**src/rtl/seven_seg_scan_ctrl.sv**
```systemverilog
// Purpose : 4-digit seven-segment scan controller with blanking gaps and frame-aligned double buffering.
// Latency : registered outputs; en=1 in OFF -> digit 0 lit BLANK_CYCLES+1 edges later; load visible after the next frame end or start.
// Backpr. : none; load is a fire-and-forget strobe, and the last load before a frame boundary wins.
//
// Ports:
//   clk, rst_n            rising-edge clock, synchronous active-low reset
//   en                    scan enable (0 = dark, scan parked at digit 0)
//   load                  strobe capturing value/digit_mask/lzb into the pending buffer
//   value[15:0]           nibble i = digit i code, digit 3 most significant
//   digit_mask[3:0]       per-digit visibility
//   lzb                   leading-zero blanking request
//   dec_en, dec_num[3:0]  decoder enable and digit code
//   anode[3:0]            one-hot active-high digit select
//   digit_idx[1:0]        digit currently scheduled
//   frame_done            one-cycle pulse after digit 3 finishes its SHOW
module seven_seg_scan_ctrl #(
  parameter int DWELL_CYCLES = 4,
  parameter int BLANK_CYCLES = 2
) (
  input  logic        clk,
  input  logic        rst_n,
  input  logic        en,
  input  logic        load,
  input  logic [15:0] value,
  input  logic [3:0]  digit_mask,
  input  logic        lzb,
  output logic        dec_en,
  output logic [3:0]  dec_num,
  output logic [3:0]  anode,
  output logic [1:0]  digit_idx,
  output logic        frame_done
);

  localparam int MAXC = (DWELL_CYCLES > BLANK_CYCLES) ? DWELL_CYCLES : BLANK_CYCLES;
  localparam int CW   = (MAXC > 1) ? $clog2(MAXC) : 1;
  localparam logic [CW-1:0] DWELL_LAST = CW'(DWELL_CYCLES - 1);
  localparam logic [CW-1:0] BLANK_LAST = CW'(BLANK_CYCLES - 1);

  typedef enum logic [1:0] {
    S_OFF   = 2'd0,
    S_BLANK = 2'd1,
    S_SHOW  = 2'd2
  } state_t;

  state_t        r_state;
  logic [CW-1:0] r_cnt;
  logic [1:0]    r_idx;

  logic [15:0]   r_act_val;
  logic [3:0]    r_act_mask;
  logic          r_act_lzb;
  logic [15:0]   r_pend_val;
  logic [3:0]    r_pend_mask;
  logic          r_pend_lzb;
  logic          r_pend_vld;

  logic          r_dec_en;
  logic [3:0]    r_dec_num;
  logic [3:0]    r_anode;
  logic          r_frame_done;

  // Leading-zero blanking: digit i goes dark when it and every higher nibble
  // are zero. Digit 0 is exempt so a zero value still shows "0".
  logic [3:0]    w_blank_lz;
  logic [3:0]    w_vis;
  logic [3:0]    w_nib;

  assign w_blank_lz[3] = r_act_lzb && (r_act_val[15:12] == 4'd0);
  assign w_blank_lz[2] = w_blank_lz[3] && (r_act_val[11:8] == 4'd0);
  assign w_blank_lz[1] = w_blank_lz[2] && (r_act_val[7:4] == 4'd0);
  assign w_blank_lz[0] = 1'b0;
  assign w_vis         = r_act_mask & ~w_blank_lz;
  assign w_nib         = r_act_val[{r_idx, 2'b00} +: 4];

  always_ff @(posedge clk) begin
    if (!rst_n) begin
      r_state      <= S_OFF;
      r_cnt        <= '0;
      r_idx        <= 2'd0;
      r_act_val    <= 16'd0;
      r_act_mask   <= 4'd0;
      r_act_lzb    <= 1'b0;
      r_pend_val   <= 16'd0;
      r_pend_mask  <= 4'd0;
      r_pend_lzb   <= 1'b0;
      r_pend_vld   <= 1'b0;
      r_dec_en     <= 1'b0;
      r_dec_num    <= 4'd0;
      r_anode      <= 4'd0;
      r_frame_done <= 1'b0;
    end else begin
      r_frame_done <= 1'b0;

      // Pending capture happens in every state; the frame-end branch below
      // overrides pending_valid when the load is consumed directly.
      if (load) begin
        r_pend_val  <= value;
        r_pend_mask <= digit_mask;
        r_pend_lzb  <= lzb;
        r_pend_vld  <= 1'b1;
      end

      case (r_state)
        S_OFF: begin
          if (en) begin
            r_state <= S_BLANK;
            r_idx   <= 2'd0;
            r_cnt   <= '0;
            if (r_pend_vld) begin
              r_act_val  <= r_pend_val;
              r_act_mask <= r_pend_mask;
              r_act_lzb  <= r_pend_lzb;
            end
            // A load in this very cycle stays pending for the next boundary.
            if (!load) r_pend_vld <= 1'b0;
          end
        end

        S_BLANK: begin
          if (!en) begin
            r_state   <= S_OFF;
            r_idx     <= 2'd0;
            r_cnt     <= '0;
            r_anode   <= 4'd0;
            r_dec_en  <= 1'b0;
            r_dec_num <= 4'd0;
          end else if (r_cnt == BLANK_LAST) begin
            r_state   <= S_SHOW;
            r_cnt     <= '0;
            r_dec_num <= w_nib;
            r_dec_en  <= w_vis[r_idx];
            r_anode   <= w_vis[r_idx] ? (4'b0001 << r_idx) : 4'b0000;
          end else begin
            r_cnt <= r_cnt + 1'b1;
          end
        end

        S_SHOW: begin
          if (!en) begin
            r_state   <= S_OFF;
            r_idx     <= 2'd0;
            r_cnt     <= '0;
            r_anode   <= 4'd0;
            r_dec_en  <= 1'b0;
            r_dec_num <= 4'd0;
          end else if (r_cnt == DWELL_LAST) begin
            r_state   <= S_BLANK;
            r_cnt     <= '0;
            r_idx     <= r_idx + 2'd1;
            r_anode   <= 4'd0;
            r_dec_en  <= 1'b0;
            r_dec_num <= 4'd0;
            if (r_idx == 2'd3) begin
              r_frame_done <= 1'b1;
              // A load coinciding with the frame end bypasses pending.
              if (load) begin
                r_act_val  <= value;
                r_act_mask <= digit_mask;
                r_act_lzb  <= lzb;
              end else if (r_pend_vld) begin
                r_act_val  <= r_pend_val;
                r_act_mask <= r_pend_mask;
                r_act_lzb  <= r_pend_lzb;
              end
              r_pend_vld <= 1'b0;
            end
          end else begin
            r_cnt <= r_cnt + 1'b1;
          end
        end

        default: begin
          r_state   <= S_OFF;
          r_idx     <= 2'd0;
          r_cnt     <= '0;
          r_anode   <= 4'd0;
          r_dec_en  <= 1'b0;
          r_dec_num <= 4'd0;
        end
      endcase
    end
  end

  assign dec_en     = r_dec_en;
  assign dec_num    = r_dec_num;
  assign anode      = r_anode;
  assign digit_idx  = r_idx;
  assign frame_done = r_frame_done;

endmodule

```
**config.mk**
```make
export PLATFORM = sky130hd
export DESIGN_NAME = seven_seg_scan_ctrl
export DESIGN_NICKNAME = d
export VERILOG_FILES = /design/src/rtl/seven_seg_scan_ctrl.sv
export SDC_FILE = /design/constraint.sdc
export NUM_CORES = 1
export LEC_CHECK = 0
export CAP_MARGIN = 5
export CORE_UTILIZATION = 39
export CTS_CLUSTER_SIZE = 20
export DETAILED_ROUTE_END_ITERATION = 6
export GPL_TIMING_DRIVEN = 0
export PLACE_DENSITY = 0.64
export SETUP_SLACK_MARGIN = 0.4
export SYNTH_ARGS = -nofsm -noshare
export SYNTH_HDL_FRONTEND = slang
export SYNTH_SLANG_ARGS = --single-unit
```
**constraint.sdc**
```tcl
create_clock -name clk -period 1.6 [get_ports clk]
set_clock_uncertainty 0.05 [all_clocks]
set_input_delay 0.32 -clock clk [delete_from_list [all_inputs] [get_ports clk]]
set_output_delay 0.32 -clock clk [all_outputs]
set_load 0.005 [all_outputs]
```
Word level (Yosys, flattened, before mapping)
Index checks and enable logic that the tools add are counted.

cells by class
  divide/modulo/power cells = 0
  bitwise operators = 3
  equality and inequality tests = 12
  multipliers = 0
  $add $sub $neg = 2
  reduce and logical (&&, ||, !) cells = 13
  shift operators = 2
  muxes and demuxes = 61
  magnitude comparators = 1

operators with widths
  cell                                                                          number
  16-bit 2-to-1 mux                                                             6
  4-bit 2-to-1 mux                                                              13
  16-bit one-hot mux with 2 select lines                                        1
  2-bit 2-to-1 mux                                                              13
  4-bit one-hot mux with 3 select lines                                         2
  1-bit 2-to-1 mux                                                              18
  2-bit one-hot mux with 3 select lines                                         3
  16-bit by 5-bit variable part select with 4-bit output                        1
  4-bit logical NOT                                                             3
  2-bit != test, second input constant                                          5
  3-bit AND reduction                                                           3
  4-bit one-hot mux with 2 select lines                                         1
  2-bit == test, second input constant                                          3
  3-bit != test, second input constant                                          2
  5-bit AND reduction                                                           1
  2-bit by 1-bit adder with 2-bit output, second input constant                 2
  4-bit bitwise AND                                                             1
  2-bit by 1-bit == test with 1-bit output, second input constant               2
  4-bit inverter                                                                1
  1-bit one-hot mux with 2 select lines                                         2
  4-bit AND reduction                                                           1
  1-bit by 2-bit left shift with 4-bit output, first input constant             1
  1-bit logical AND                                                             3
  2-bit by 3-bit less-than comparator with 1-bit output, second input constant  1
  5 further kinds                                                               5

storage, ports and cells
  bits of input ports = 25
  word-level logic and storage cells = 108
  memories = 0
  memory bits (read-only) = 0
  flip-flop bits (word level) = 59
  bits in latches = 0
  bits in writable memories = 0

Longest topological paths before layout
  depth after elaboration = 12
  gate-level depth with buffers = 7

Worst setup path after synthesis
No wires, ideal clock.

  path type = register to register
  from = register r_state[0]
  to = register r_anode[0] (netlist: anode[0])
  slack = -0.012 ns
  path buffers = 0
  stages on the path, launching flop included = 7
  arrival time = 1.475 ns
  cell sequence = dfxtp_1 -> inv_1 -> ha_1 -> nand2b_1 -> nor4b_4 -> o211ai_2 -> o31ai_1

between the ends
  cells in the longest elaborated chain, start to end = 3
  elaborated cells on any way between the ends = 8

ends and longest elaborated chain
  item                                                       line  text
  start: declaration                                         45    state_t r_state;
  start signal: assignment                                   77    r_state <= S_OFF;
  start signal: assignment                                   106   r_state <= S_BLANK;
  start signal: assignment                                   121   r_state <= S_OFF;
  2-bit == test (tied with other cells)                      103   case (r_state)
  3-bit != test (no line) or 1-bit inverter (tied branches)  -
  3-bit AND reduction (no line)                              -
  end signal: assignment                                     132   r_anode <= w_vis[r_idx] ? (4'b0001 << r_idx) : 4'b0000;
  end: declaration                                           59    logic [3:0] r_anode;

Parallel ways exist; a longest one is shown, timed or not.
A chain may end at the register's enable or synchronous reset.

Final worst setup path
  from = register r_state[0]
  to = register r_act_val[0]

between the ends
  cells in the longest elaborated chain, start to end = 3
  elaborated cells on any way between the ends = 9

ends and longest elaborated chain
  item                                                           line  text
  2-bit == test or 2-bit logical NOT (tied branches)             103
  2-bit != test (no line) or 2-bit nonzero test (tied branches)  -
  5-bit AND reduction (no line)                                  -
  end signal: assignment                                         110   r_act_val <= r_pend_val;
  end signal: assignment                                         157   r_act_val <= value;
  end signal: assignment                                         161   r_act_val <= r_pend_val;
  end: declaration                                               49    logic [15:0] r_act_val;

Parallel ways exist; a longest one is shown, timed or not.

==> impl_metrics.yaml <==
status:
  status: "complete, but fails checks"
  violations: "negative setup slack"
critical_path:
  cp.arrival_ns: 1.84
  start_kind: "flop"
  critical_path.max_fanout: 6
  crit_slowest_cell: "dfxtp_4"
  cp_slowest_stage_delay_ns: 0.39
  cp_cell_sequence: "inv_4, ha_4, nand2b_4, a21boi_4, o21a_4, buf_6, o211a_1"
  path_buf_inv: 2
  crit_family: "compound AO/OA/AOI/OAI gates"
  crit_required_ns: 1.83
  critical_path_class: "flop to flop"
  cp-end-kind: "flop"
detailed_routing:
  drc_errors: 0
  dr.pass1.iters: 4
  ant_nets: 0
  viasPerCell: 5.28
  wl_per_cell_microns: 14.9
  drt-total-wl_microns: 7010
  drtIter0Drc: 113
  vias: 2491
grt:
  grt_antenna_before_repair: 0
  grt_max_degree: 11
  overflow: 0
  first_global_vias: 2285
  grt_usage_pct: 19.4
  grt_pass1_wl_microns: 11300
sta:
  setup_ws_ns: -0.00820
  worst_pin_slew_ns: 0.502
  maxSlewHeadroom_pct: 66.5
  hold_viol: 0
  tns_ns: -0.0486
  period_share_pct: 101
  fin_crit_ns: 1.61
  drv_slew: 0
  grt_setup_unrepaired: "true"
  setup-violations-final: 13
  holdWs_ns: 0.275
  max_clock_freq_ghz: 0.622
cells_and_area:
  seqCellArea_sq_um: 1210
  post-route-util_pct: 54.1
  nNetsFinal: 404
  area_growth_pct: 34.3
  final_cell_area_sq_um: 3920
  drive_gt1_share_pct: 29.5
  antennaDiodeCount: 0
  fin_cells: 472
  multi_input_area_sq_um: 1750
  num-fill-cells: 674
place:
  hpwl_microns: 4840
  dp.cells: 443
  portBuffers: 34
  dpl_cell_area_sq_um: 3480
  place.gp.congestion: 0.785
floorplanning:
  io-pin-count: 37
  design.core.area_sq_um: 7250
  fp.dieH_microns: 88.5
  floorplan.initialDensity_pct: 40.2
  chipWidth_microns: 88.5
  dieArea_sq_um: 7830
  placementRows: 31
logic_synthesis:
  yosysSeqAreaShare_pct: 40.5
  syn_area_sq_um: 2920
  syn_nets: 346
  synth_cell_types: 39
  syn_area_per_cell_sq_um: 9.42
  postSynthCellCount: 310
  ys_ff_latch: 59
  yosys_warnings: 0
pwr:
  p_leak_nw: 1.81
  power_density_nw_per_um2: 1030
  ir_worst_vdd_v: 0.000550
worst_hold_path:
  hold_path_class: "primary input to flop"
clock_network:
  insertion_delay_ns: 0.34
  cts_inserted_buffers: 9
  clkSinkCount: 59
  postCtsHoldBufs: 0
  htreeDepth: 3
  cts.clk_slew.worst_paths_ns: 0.07
  clock-root-buffer: "clkbuf_8"
  cts_tree: "built"
  clk_path_buf_depth: 2
flow_run:
  drv_cap: 0
-- worst paths after layout --
check / startpoint / endpoint / slack (ns) / cells after the start
min: rst_n / r_act_mask[3] / 0.27 / 2
max reg2reg: r_state[0] / r_act_val[0] / -0.008 / 7
max: r_state[0] / r_act_val[0] / -0.008 / 7
min reg2reg: dec_num[1] / dec_num[1] / 0.43 / 2
-- Yosys cell counts, drive strengths merged --
library cell	number	area share (%)
a21bo	1	0.34
a21boi	2	0.77
a21oi	10	1.7
a22oi	1	0.26
a311oi	1	0.90
a31oi	3	0.64
and2	1	0.21
buf	15	2.7
clkbuf	7	0.90
dfxtp	59	40
ha	11	4.7
inv	15	1.9
mux2i	23	7.9
mux4	4	3.2
nand2	12	1.6
nand2b	5	1.1
nand3	4	0.86
nor2	48	6.2
nor3b	21	5.4
nor4	3	1.4
nor4b	1	0.81
o2111ai	1	0.30
o211a	21	7.2
o211ai	6	1.7
o21a	1	0.26
o21ai	26	4.5
o31ai	4	1.0
o32a	1	0.34
or3	2	0.43
or3b	1	0.30
-- worst reg2reg max path, stage by stage (launching register included) --
cell and delay (ns):
dfxtp_4 0.39, inv_4 0.04, ha_4 0.18, nand2b_4 0.15, a21boi_4 0.25, o21a_4 0.23
buf_6 0.13, o211a_1 0.13
-- power by group --
group / switching, mW / internal [mW] / total [mW]
combinational: 0.397 / 0.411 / 0.808
sequential: 0.0918 / 1.57 / 1.66
clock: 0.594 / 0.960 / 1.55
-- stage by stage --
stage / total power, mW / setup WS [ns]
6_report: 4.02 / -0.00820
5_1_grt: 4.22 / -0.104
4_1_cts: 3.97 / -0.00947
3_5_place_dp: 2.36 / -0.490
3_3_place_gp: 2.36 / -0.458
2_1_floorplan: 2.16 / 0.140
-- logic make-up after synthesis --
| group | Yosys count | synth area share (%) |
|---|---|---|
| adder cells (fa/ha/maj) | 11 | 4.71 |
| AND/OR/NAND/NOR | 98 | 18.3 |
| buffers and inverters | 37 | 5.53 |
| multiplexers | 27 | 11.1 |
| AO/OA/AOI/OAI | 78 | 19.9 |
| flip-flops | 59 | 40.5 |
-- placed cells by master, fill, tap and decap left out, drive strengths merged --
cell type      Yosys  routed
o21ai             26      26
o211a             21      21
clkbuf             7      22
a21bo              1       1
o21a               1       1
mux4               4       4
nor3b             21      21
o31ai              4       4
o2111ai            1       1
nor4b              1       1
a311oi             1       1
clkdlybuf4s50      0      22
o32a               1       1
dfxtp             59      59
o211ai             6       6
a21oi             10      10
or3                2       2
buf               15      36
a22oi              1       1
and2               1       1
nand2             12      12
nor2              48      48
bufinv             0       2
inv               15      15
mux2i             23      23
clkinvlp           0       1
clkinv             0       1
nand2b             5       5
or3b               1       1
ha                11      11
a21boi             2       3
a31oi              3       3
nor4               3       3
nand3              4       4
-- final cells by class --
type	count	share of cell area [%]
well taps	99	3.16
plain buffers	22	3.70
multi-input cells	215	44.6
inverters	15	1.56
flip-flops and latches	59	30.8
repair buffers	46	10.3
clock inverters	4	1.85
clock buffers	12	3.96
-- flip-flops by register name, indices dropped and copies added, names as in the netlist --
name         flops
r_pend_lzb       1
r_pend_val      16
r_act_mask       4
anode            4
r_act_lzb        1
r_act_val       16
dec_en           1
digit_idx        2
r_pend_mask      4
dec_num          4
r_pend_vld       1
r_cnt            2
r_state          2
frame_done       1
-- metal layers --
metal	global-route usage, %	vias up	wire length, microns
met5	0	-	0
met1	25.9	1194	3230
met4	9.09	0	162
met2	30.6	56	3320
li1	-	1226	-
met3	3.45	15	299
-- what timing repair did --
| item | 4_1_cts | 5_1_grt |
|---|---|---|
| gates resized for setup | 72 | 31 |
| setup buffers | 7 | 3 |
| pin swaps | 6 | 9 |
| gates cloned | 2 | 1 |
| setup endpoints to repair | 49 | 44 |
(Power assumes the default switching activity.)
